**config.mk**
```make
export PLATFORM = sky130hd
export DESIGN_NAME = fwd_hazard_unit
export DESIGN_NICKNAME = d
export VERILOG_FILES = /design/src/rtl/fwd_hazard_unit.sv
export SDC_FILE = /design/constraint.sdc
export NUM_CORES = 1
export LEC_CHECK = 0
export BUFFER_PORTS_ARGS = -buffer_cell sky130_fd_sc_hd__buf_2
export CAP_MARGIN = 20
export CORE_AREA = 3 3 188 117
export DETAILED_ROUTE_END_ITERATION = 8
export DIE_AREA = 0 0 191 120
export HOLD_SLACK_MARGIN = 0.12
export PLACE_DENSITY = 0.72
export SETUP_SLACK_MARGIN = 0.4
export SYNTH_ARGS = -nofsm -noshare
export SYNTH_HDL_FRONTEND = slang
export SYNTH_SLANG_ARGS = --single-unit
```
**constraint.sdc**
```tcl
create_clock -name clk -period 7.1 [get_ports clk]
set_input_delay 0.71 -clock clk [delete_from_list [all_inputs] [get_ports clk]]
set_output_delay 0.71 -clock clk [all_outputs]
set_load 0.1 [all_outputs]
```
**src/rtl/fwd_hazard_unit.sv**
```systemverilog
// Operand forwarding select, load-use/scoreboard hazard detection and
// single stall output for the decode/execute boundary.
//
// Forwarding: per source operand, the youngest producer stage (index 0)
// writing the same non-zero register wins. A per-register down-counter
// scoreboard tracks long-latency writes. Decode stalls on:
//   - an unready forward source,
//   - a read of a busy register,
//   - a WAW against a busy register,
//   - a writeback-slot collision with a pending op.
module fwd_hazard_unit #(
    parameter int  NSRC = 2,
    parameter int  AW   = 5,
    parameter int  NFWD = 2,
    parameter int  CW   = 4,
    localparam int SELW = $clog2(NFWD + 1)
) (
    input  logic                 clk,
    input  logic                 reset,
    input  logic [NSRC*AW-1:0]   src_addr,
    input  logic [NSRC-1:0]      src_valid,
    input  logic [NFWD*AW-1:0]   fwd_rd,
    input  logic [NFWD-1:0]      fwd_wr,
    input  logic [NFWD-1:0]      fwd_ready,
    input  logic                 issue_valid,
    input  logic [AW-1:0]        issue_rd,
    input  logic                 issue_wr,
    input  logic [CW-1:0]        issue_lat,
    input  logic                 flush,
    output logic [NSRC*SELW-1:0] fwd_sel,
    output logic                 stall,
    output logic                 issue_ack,
    output logic                 sb_busy_any
);

    localparam int NREG = 2 ** AW;

    logic [CW-1:0]   cnt_q [NREG];
    logic [CW-1:0]   cnt_d [NREG];
    logic [NREG-1:0] busy;

    logic [AW-1:0]   op_addr;
    logic            op_hit;
    logic            op_rdy;
    logic [SELW-1:0] op_sel;
    logic            src_stall;

    logic            issue_sb;
    logic            waw_hazard;
    logic            slot_hazard;
    logic [CW:0]     lat_p1;

    // Busy flags; register 0 never has a pending write.
    always_comb begin
        busy = '0;
        for (int r = 1; r < NREG; r++) begin
            busy[r] = (cnt_q[r] != '0);
        end
    end

    assign sb_busy_any = |busy;

    // Per-operand forward select (youngest stage first) and read hazards.
    // A busy register stalls even if some stage matches, so a stale stage
    // value is never consumed for a scoreboarded write.
    always_comb begin
        fwd_sel   = '0;
        src_stall = 1'b0;
        op_addr   = '0;
        op_hit    = 1'b0;
        op_rdy    = 1'b0;
        op_sel    = '0;
        for (int i = 0; i < NSRC; i++) begin
            op_addr = src_addr[i*AW +: AW];
            op_hit  = 1'b0;
            op_rdy  = 1'b0;
            op_sel  = '0;
            for (int k = 0; k < NFWD; k++) begin
                if (!op_hit && fwd_wr[k] && (fwd_rd[k*AW +: AW] == op_addr)
                    && (op_addr != '0)) begin
                    op_hit = 1'b1;
                    op_rdy = fwd_ready[k];
                    op_sel = SELW'(k + 1);
                end
            end
            fwd_sel[i*SELW +: SELW] = op_sel;
            if (src_valid[i] && (op_addr != '0)
                && ((op_hit && !op_rdy) || busy[op_addr])) begin
                src_stall = 1'b1;
            end
        end
    end

    // Issue-side hazards: WAW on a busy destination, and a writeback slot
    // already claimed by a pending op. lat+1 is one bit wider so the
    // maximum latency cannot wrap to 0 and match idle registers.
    always_comb begin
        issue_sb    = issue_valid & issue_wr & (issue_rd != '0) & (issue_lat != '0);
        waw_hazard  = busy[issue_rd];
        lat_p1      = {1'b0, issue_lat} + (CW + 1)'(1);
        slot_hazard = 1'b0;
        for (int r = 1; r < NREG; r++) begin
            if ({1'b0, cnt_q[r]} == lat_p1) begin
                slot_hazard = 1'b1;
            end
        end
        stall     = issue_valid & (src_stall | (issue_sb & (waw_hazard | slot_hazard)));
        issue_ack = issue_valid & ~stall;
    end

    // Scoreboard next state: flush, then accepted issue, then decrement.
    always_comb begin
        for (int r = 0; r < NREG; r++) begin
            cnt_d[r] = (cnt_q[r] != '0) ? cnt_q[r] - CW'(1) : '0;
        end
        if (issue_ack && issue_sb) begin
            cnt_d[issue_rd] = issue_lat;
        end
        cnt_d[0] = '0;
        if (flush) begin
            for (int r = 0; r < NREG; r++) begin
                cnt_d[r] = '0;
            end
        end
    end

    // Scoreboard counter registers.
    always_ff @(posedge clk or negedge reset) begin
        if (!reset) begin
            for (int r = 0; r < NREG; r++) begin
                cnt_q[r] <= '0;
            end
        end else begin
            for (int r = 0; r < NREG; r++) begin
                cnt_q[r] <= cnt_d[r];
            end
        end
    end

endmodule
```
==> results of run 1 <==
synth_stat cells, types with 20 or more instances:
library cell | number | area (sq um)
clkbuf_1 | 28 | 105
inv_1 | 69 | 259
nand3_1 | 39 | 195
o21ai_0 | 21 | 105
xnor2_1 | 89 | 780
buf_2 | 28 | 140
o32ai_1 | 63 | 552
mux2i_1 | 32 | 320
a21oi_1 | 48 | 240
nor3b_1 | 23 | 173
nand2_1 | 51 | 191
o22ai_1 | 33 | 206
or3_1 | 52 | 325
xor2_1 | 71 | 622
nand3b_1 | 20 | 150
ha_1 | 33 | 413
nand2b_1 | 21 | 131
nor2b_1 | 27 | 169
dfrtp_1 | 124 | 3100
nor3_1 | 50 | 250
per-layer routing:
| metal | wire length (microns) | vias to the layer above | GRT usage, % | share of wire, % |
|---|---|---|---|---|
| met5 | 0 | - | 0.226 | 0 |
| met4 | 521 | 0 | 6.28 | 1.6 |
| met3 | 5100 | 63 | 11.4 | 15 |
| met2 | 12900 | 592 | 37.9 | 39 |
| met1 | 14800 | 4398 | 45.5 | 44 |
| li1 | - | 4049 | - | - |
worst max-delay path, cell delays in order:
cell and delay (ns):
buf_2 0.34, buf_4 0.48, nand3_2 0.90, xnor2_1 0.47, o32ai_1 0.17, nor4_1 0.46
nand4_1 0.18, a2bb2oi_2 0.16, buf_4 0.29, o21a_1 0.17, and2_1 0.12, buf_2 0.41
cell families (layout without fill, tap and decap cells):
kind of cell	count (synthesis)	count (layout)
compound gates	216	216
xor+xnor	176	176
fa+ha+maj	33	33
buf+inv	135	166
flops	124	124
mux	47	47
other cells	0	1
simple gates	367	367
metrics by stage:
step | setup WS (ns) | utilization, % | instances
after floorplan | 1.13 | - | 1098
after global placement | 1.75 | 51.3 | 1374
after detailed placement | 1.59 | 51.3 | 1374
after CTS | 1.58 | 54.3 | 1406
after global routing | 1.21 | 54.4 | 1408
final | 1.47 | 54.4 | 1409
power groups by stage:
stage          clock [mW]  sequential (mW)  combinational, mW
3_5_place_dp            0             1.23               2.14
3_3_place_gp            0             1.22               2.10
5_1_grt             0.984             1.27               2.41
6_report            0.950             1.24               2.25
2_1_floorplan           0             1.14               1.58
4_1_cts             0.956             1.23               2.16
layout by cell type, fill, tap and decap left out, types with 21 or more instances in the layout:
master / Yosys / routed
ha_1: 33 / 32
inv_1: 69 / 69
nand2_1: 51 / 51
xnor2_1: 89 / 89
dfrtp_1: 124 / 124
nand2b_1: 21 / 21
or3_1: 52 / 52
a21oi_1: 48 / 48
buf_2: 28 / 45
xor2_1: 71 / 71
mux2i_1: 32 / 32
nor2b_1: 27 / 27
nand3_1: 39 / 38
o32ai_1: 63 / 63
o22ai_1: 33 / 33
o21ai_0: 21 / 21
nor3b_1: 23 / 23
nor3_1: 50 / 50
path summary, 6_finish.rpt:
path | start | to | slack (ns) | cells past startpoint
worst max-delay path | issue_lat[0] | issue_ack | 1.47 | 12
worst min-delay path | reset | cnt_q[110]$_DFF_PN0_ | 0.41 | 1
worst max register to register | cnt_q[16]$_DFF_PN0_ | cnt_q[67]$_DFF_PN0_ | 2.37 | 11
worst min register to register | cnt_q[96]$_DFF_PN0_ | cnt_q[96]$_DFF_PN0_ | 0.54 | 1
max in group asynchronous | reset | cnt_q[74]$_DFF_PN0_ | 5.31 | 2
min in group clk | cnt_q[96]$_DFF_PN0_ | cnt_q[96]$_DFF_PN0_ | 0.54 | 1
final cells by class:
cell class	count	area, sq um	share of cell area (%)
antenna	1	2.50	0.0224
inverter	69	259	2.32
clock buffer	20	457	4.08
sequential	124	3100	27.7
tap	279	349	3.12
timing repair buffer	65	375	3.36
multi-input combinational	839	6470	57.8
clock inverter	12	169	1.51
==> metrics.yaml, run 1 <==
status:
  status: "complete, no violations"
clock_tree:
  cts-root-buf: "clkbuf_16"
  ctsHtreeMaxLevel: 4
  cts_tree: "built"
  cts_made_buffers: 17
  post_cts_buffers: 0
  path_clk_slew_ns: 0.06
  cts_buffer_depth: 2
  ctsHoldBuffers: 0
  clkLatencyLatePin_ns: 0.42
  clkSinkCount: 124
  cts_resized: 0
sta:
  hold_viol_final: 0
  tightest_slew_ns: 1.24
  fmax_mhz: 178
  max_slew_margin_pct: 17.2
  final.setup.tns_ns: 0
  drv_slew: 0
  setup-violations-final: 0
  worst_hold_slack_ns: 0.411
  min_period_ns: 5.63
  rsz0062_at_grt: "false"
  post-route-period-util_pct: 79.2
  skew_ns: 0.0121
setup_path:
  cp_data_arrival_time_ns: 4.92
  startpoint_type: "input port"
  endpoint_kind: "primary output"
  crit_type: "in -> out"
  worstPathRequired_ns: 6.39
  crit_path_max_fanout: 31
flow_run:
  maxCapViolations: 0
placement:
  dpl_cell_area_sq_mm: 0.0105
  place_hpwl_microns: 23500
  io_buffers: 46
  gp_congestion: 0.953
global_route:
  grt_max_degree: 76
  antenna_found_initial: 1
  grt_use_total_pct: 29.4
  grt_pass1_vias: 8529
  grt_pass1_wl_microns: 51200
  grt_overflow: 0
logic_synthesis:
  ys_seq_elements: 124
  ys_warn_count: 0
  synth_compound_area_share_pct: 14.6
  muxShareOfSynthArea_pct: 5.82
  synthFlopType: "dfrtp_1"
  yosysSeqAreaShare_pct: 30.6
  synthSimpleGateAreaFrac_pct: 21.9
  netlist_area_sq_mm: 0.0101
  synthArstFlopShare_pct: 100
  synth_top_family_by_area: "simple AND/OR/NAND/NOR gates"
  syn-num-nets: 1171
  synth_cell_types: 57
  netlist_instances: 1098
  synth_area_per_cell_sq_um: 9.24
  synth-xor-area-share_pct: 17.3
  synth-edff-count: 0
  synth-adder-area-share_pct: 4.07
routing:
  wire_per_inst_microns: 23.6
  drt_iter0_markers: 1467
  viasPerCell: 6.46
  drt_wl_total_microns: 33300
  ant_nets: 0
  first_pass_iters: 6
  vias: 9102
  drc: 0
power_and_ir_drop:
  power.share.switching_pct: 43.3
  p_int_mw: 2.52
  seqPwrFrac_pct: 28.0
  clockPowerShare_pct: 21.4
  p_per_area_mw_per_mm2: 397
  p_leak_nw: 4.61
  power_mw: 4.44
  p_comb_share_pct: 50.6
  max-vdd-ir-drop_mv: 0.221
  switchingPower_mw: 1.92
die:
  die_w_microns: 191
  coreArea_sq_mm: 0.0206
  row_count: 41
  dieArea_sq_mm: 0.0229
  io_pins: 47
  start_util_pct: 49.3
  die_h_microns: 120
layout:
  nets: 1189
  final_cell_area_sq_mm: 0.0112
  drive_gt1_share_pct: 13.0
  top_regs: "cnt_q x124"
  largest_register_ffs: 124
  num-fill-cells: 1798
  area_growth_pct: 10.2
  largest_register: "cnt_q"
worst_hold_path:
  hold_path_class: "in -> async"
Note: power is estimated with default switching activity, not from simulation.
==> inputs of run 2 (changes only) <==
- clock period: 7.1 -> 5.3 ns (I/O delays scaled with it)
==> run 2 against run 1 <==
Critical path depth down 1. Wire length up 0.22%. Combinational power rose by 40%. Worst setup slack lost 0.84 ns. Via count increased by 1.4%. Sequential power grew 33%. Non-clock buffer count is 20 higher. Cell count is 1.3% higher. Design area rose by 2.2%. Clock power rose by 39%.
==> metrics.yaml, run 2 (synthesized netlist as in run 1, its figures left out) <==
setup_path:
  crit_path_max_fanout: 9  # was 31
  startpoint_type: "register"  # was input port
  worstPathRequired_ns: 4.77  # was 6.39 ns
  r2r_start: "cnt_q[0]$_DFF_PN0_"  # was cnt_q[16]$_DFF_PN0_
  crit_type: "reg -> out"  # was in -> out
  reg2reg_depth: 11  # unchanged
  cp_data_arrival_time_ns: 4.13  # was 4.92 ns
  endpoint_kind: "primary output"  # unchanged
  r2r_end: "cnt_q[13]$_DFF_PN0_"  # was cnt_q[67]$_DFF_PN0_
  rrSetupSlack_ns: 0.88  # was 2.37 ns
sta:
  worst_hold_slack_ns: 0.514  # was 0.411 ns
  fmax_mhz: 215
  post-route-period-util_pct: 87.9
  hold_viol_final: 0  # unchanged
  final.setup.tns_ns: 0  # unchanged
  min_period_ns: 4.66
  rsz0062_at_grt: "false"  # unchanged
  max_slew_margin_pct: 16.9  # was 17.2%
  tightest_slew_ns: 1.24  # about the same
  setup-violations-final: 0  # unchanged
  skew_ns: 0.0148  # was 0.0121 ns
  drv_slew: 0  # unchanged
power_and_ir_drop:
  p_per_area_mw_per_mm2: 535  # was 397 mW/mm^2
  max-vdd-ir-drop_mv: 0.307  # was 0.221 mV
  p_leak_nw: 4.74  # was 4.61 nW
die:
  die_h_microns: 120  # unchanged
  row_count: 41  # unchanged
  die_w_microns: 191  # unchanged
  io_pins: 47  # unchanged
  coreArea_sq_mm: 0.0206  # unchanged
  start_util_pct: 49.3  # unchanged
  dieArea_sq_mm: 0.0229  # unchanged
placement:
  io_buffers: 46  # unchanged
  gp_congestion: 1.00  # was 0.953
  numPlacedInstances: 1394  # was 1374
  place_hpwl_microns: 24300  # was 23500 microns
layout:
  largest_register_ffs: 124  # unchanged
  num_antenna_cells: 0  # was 1
  largest_register: "cnt_q"  # unchanged
  final_common_cell: "dfrtp_1"  # unchanged
  drive_gt1_share_pct: 14.6  # was 13.0%
  finalNonFillerCells: 1428  # was 1409
  final_cell_mix: "124 x dfrtp_1, 89 x xnor2_1, 71 x xor2_1"  # unchanged
  nets: 1209  # was 1189
  num-fill-cells: 1829  # was 1798
  top_regs: "cnt_q x124"  # unchanged
  area_growth_pct: 12.7  # was 10.2%
worst_hold_path:
  hold_path_class: "in -> async"  # unchanged
clock_tree:
  cts_buffer_depth: 2  # unchanged
  cts_resized: 0  # unchanged
  cts_tree: "built"  # unchanged
  path_clk_slew_ns: 0.07  # was 0.06 ns
  clkLatencyLatePin_ns: 0.43  # was 0.42 ns
  clkSinkCount: 124  # unchanged
  cts-root-buf: "clkbuf_16"  # unchanged
  ctsHtreeMaxLevel: 4  # unchanged
  cts_made_buffers: 17  # unchanged
  post_cts_buffers: 0  # unchanged
routing:
  viasPerCell: 6.46  # about the same
  drc: 0  # unchanged
  drt_wl_total_microns: 33300  # about the same
  first_pass_iters: 7  # was 6
  drt_iter0_markers: 1212  # was 1467
  wire_per_inst_microns: 23.3  # was 23.6 microns
  ant_nets: 0  # unchanged
  vias: 9230  # was 9102
global_route:
  grt_pass1_vias: 8370  # was 8529
  grt_max_degree: 88  # was 76
  grt_use_total_pct: 29.2  # was 29.4%
  grt_pass1_wl_microns: 50400  # was 51200 microns
  grt_overflow: 0  # unchanged
  antenna_found_initial: 0  # was 1
flow_run:
  maxCapViolations: 0  # unchanged
status:
  status: "complete, no violations"  # unchanged
## run 2: layer usage
metal	vias up	wire length, microns	global-route usage [%]
met1	4451	14600	43.3
met3	69	5500	15.5
li1	4093	-	-
met5	-	0	0
met4	0	563	6.73
met2	617	12600	36.4
## run 2: what timing repair did
| action | in CTS | in global routing |
|---|---|---|
| endpoints found under the hold margin | 18 | 0 |
| setup endpoints to repair | 0 | 0 |
| hold buffers | 1 | 0 |
## run 2: per-stage QoR
step                      setup slack (ns)  utilization [%]  total power [mW]  instance area, sq um
final                                0.639             55.6              6.12                 11400
after global routing                 0.499             55.6              6.44                 11400
after CTS                            0.832             55.6              5.99                 11400
after detailed placement              1.08             52.3              4.64                 10800
after global placement                1.15             52.3              4.58                 10800
after floorplan                      0.358                -              3.65                 10200
## run 2: area by class of cell
class / instances / area, sq um / area share [%]
clock buffers: 18 / 439 / 3.84
clock inverters: 14 / 216 / 1.89
inverters: 69 / 259 / 2.27
repair buffers: 85 / 581 / 5.08
multi-input cells: 839 / 6480 / 56.7
well taps: 279 / 349 / 3.05
flip-flops and latches: 124 / 3100 / 27.1
## run 2: worst max path at each step
stage	cells after the start	slack [ns]	start	to
2_1_floorplan	10	0.36	src_addr[1]	stall
3_3_place_gp	14	1.15	issue_lat[0]	cnt_q[55]$_DFF_PN0_
3_5_place_dp	14	1.08	issue_lat[0]	cnt_q[0]$_DFF_PN0_
4_1_cts	11	0.83	cnt_q[0]$_DFF_PN0_	issue_ack
5_1_grt	11	0.50	cnt_q[0]$_DFF_PN0_	issue_ack
6_report	11	0.64	cnt_q[0]$_DFF_PN0_	issue_ack
## run 2: report_power, final
part / switching (mW) / total, mW / internal (mW)
combinational: 1.74 / 3.15 / 1.40
clock: 0.471 / 1.32 / 0.848
sequential: 0.423 / 1.65 / 1.23
total: 2.64 / 6.12 / 3.48
## run 2: worst max-delay path, stage by stage, from the launching register on
cell and delay [ns]:
dfrtp_1 0.42, inv_1 0.08, ha_1 0.20, nor3b_1 1.01, mux4_2 0.43, a2111oi_0 0.10, a31oi_1 0.18, nand4_1 0.15
a32oi_2 0.53, o21a_1 0.24, and2_1 0.18, buf_12 0.18
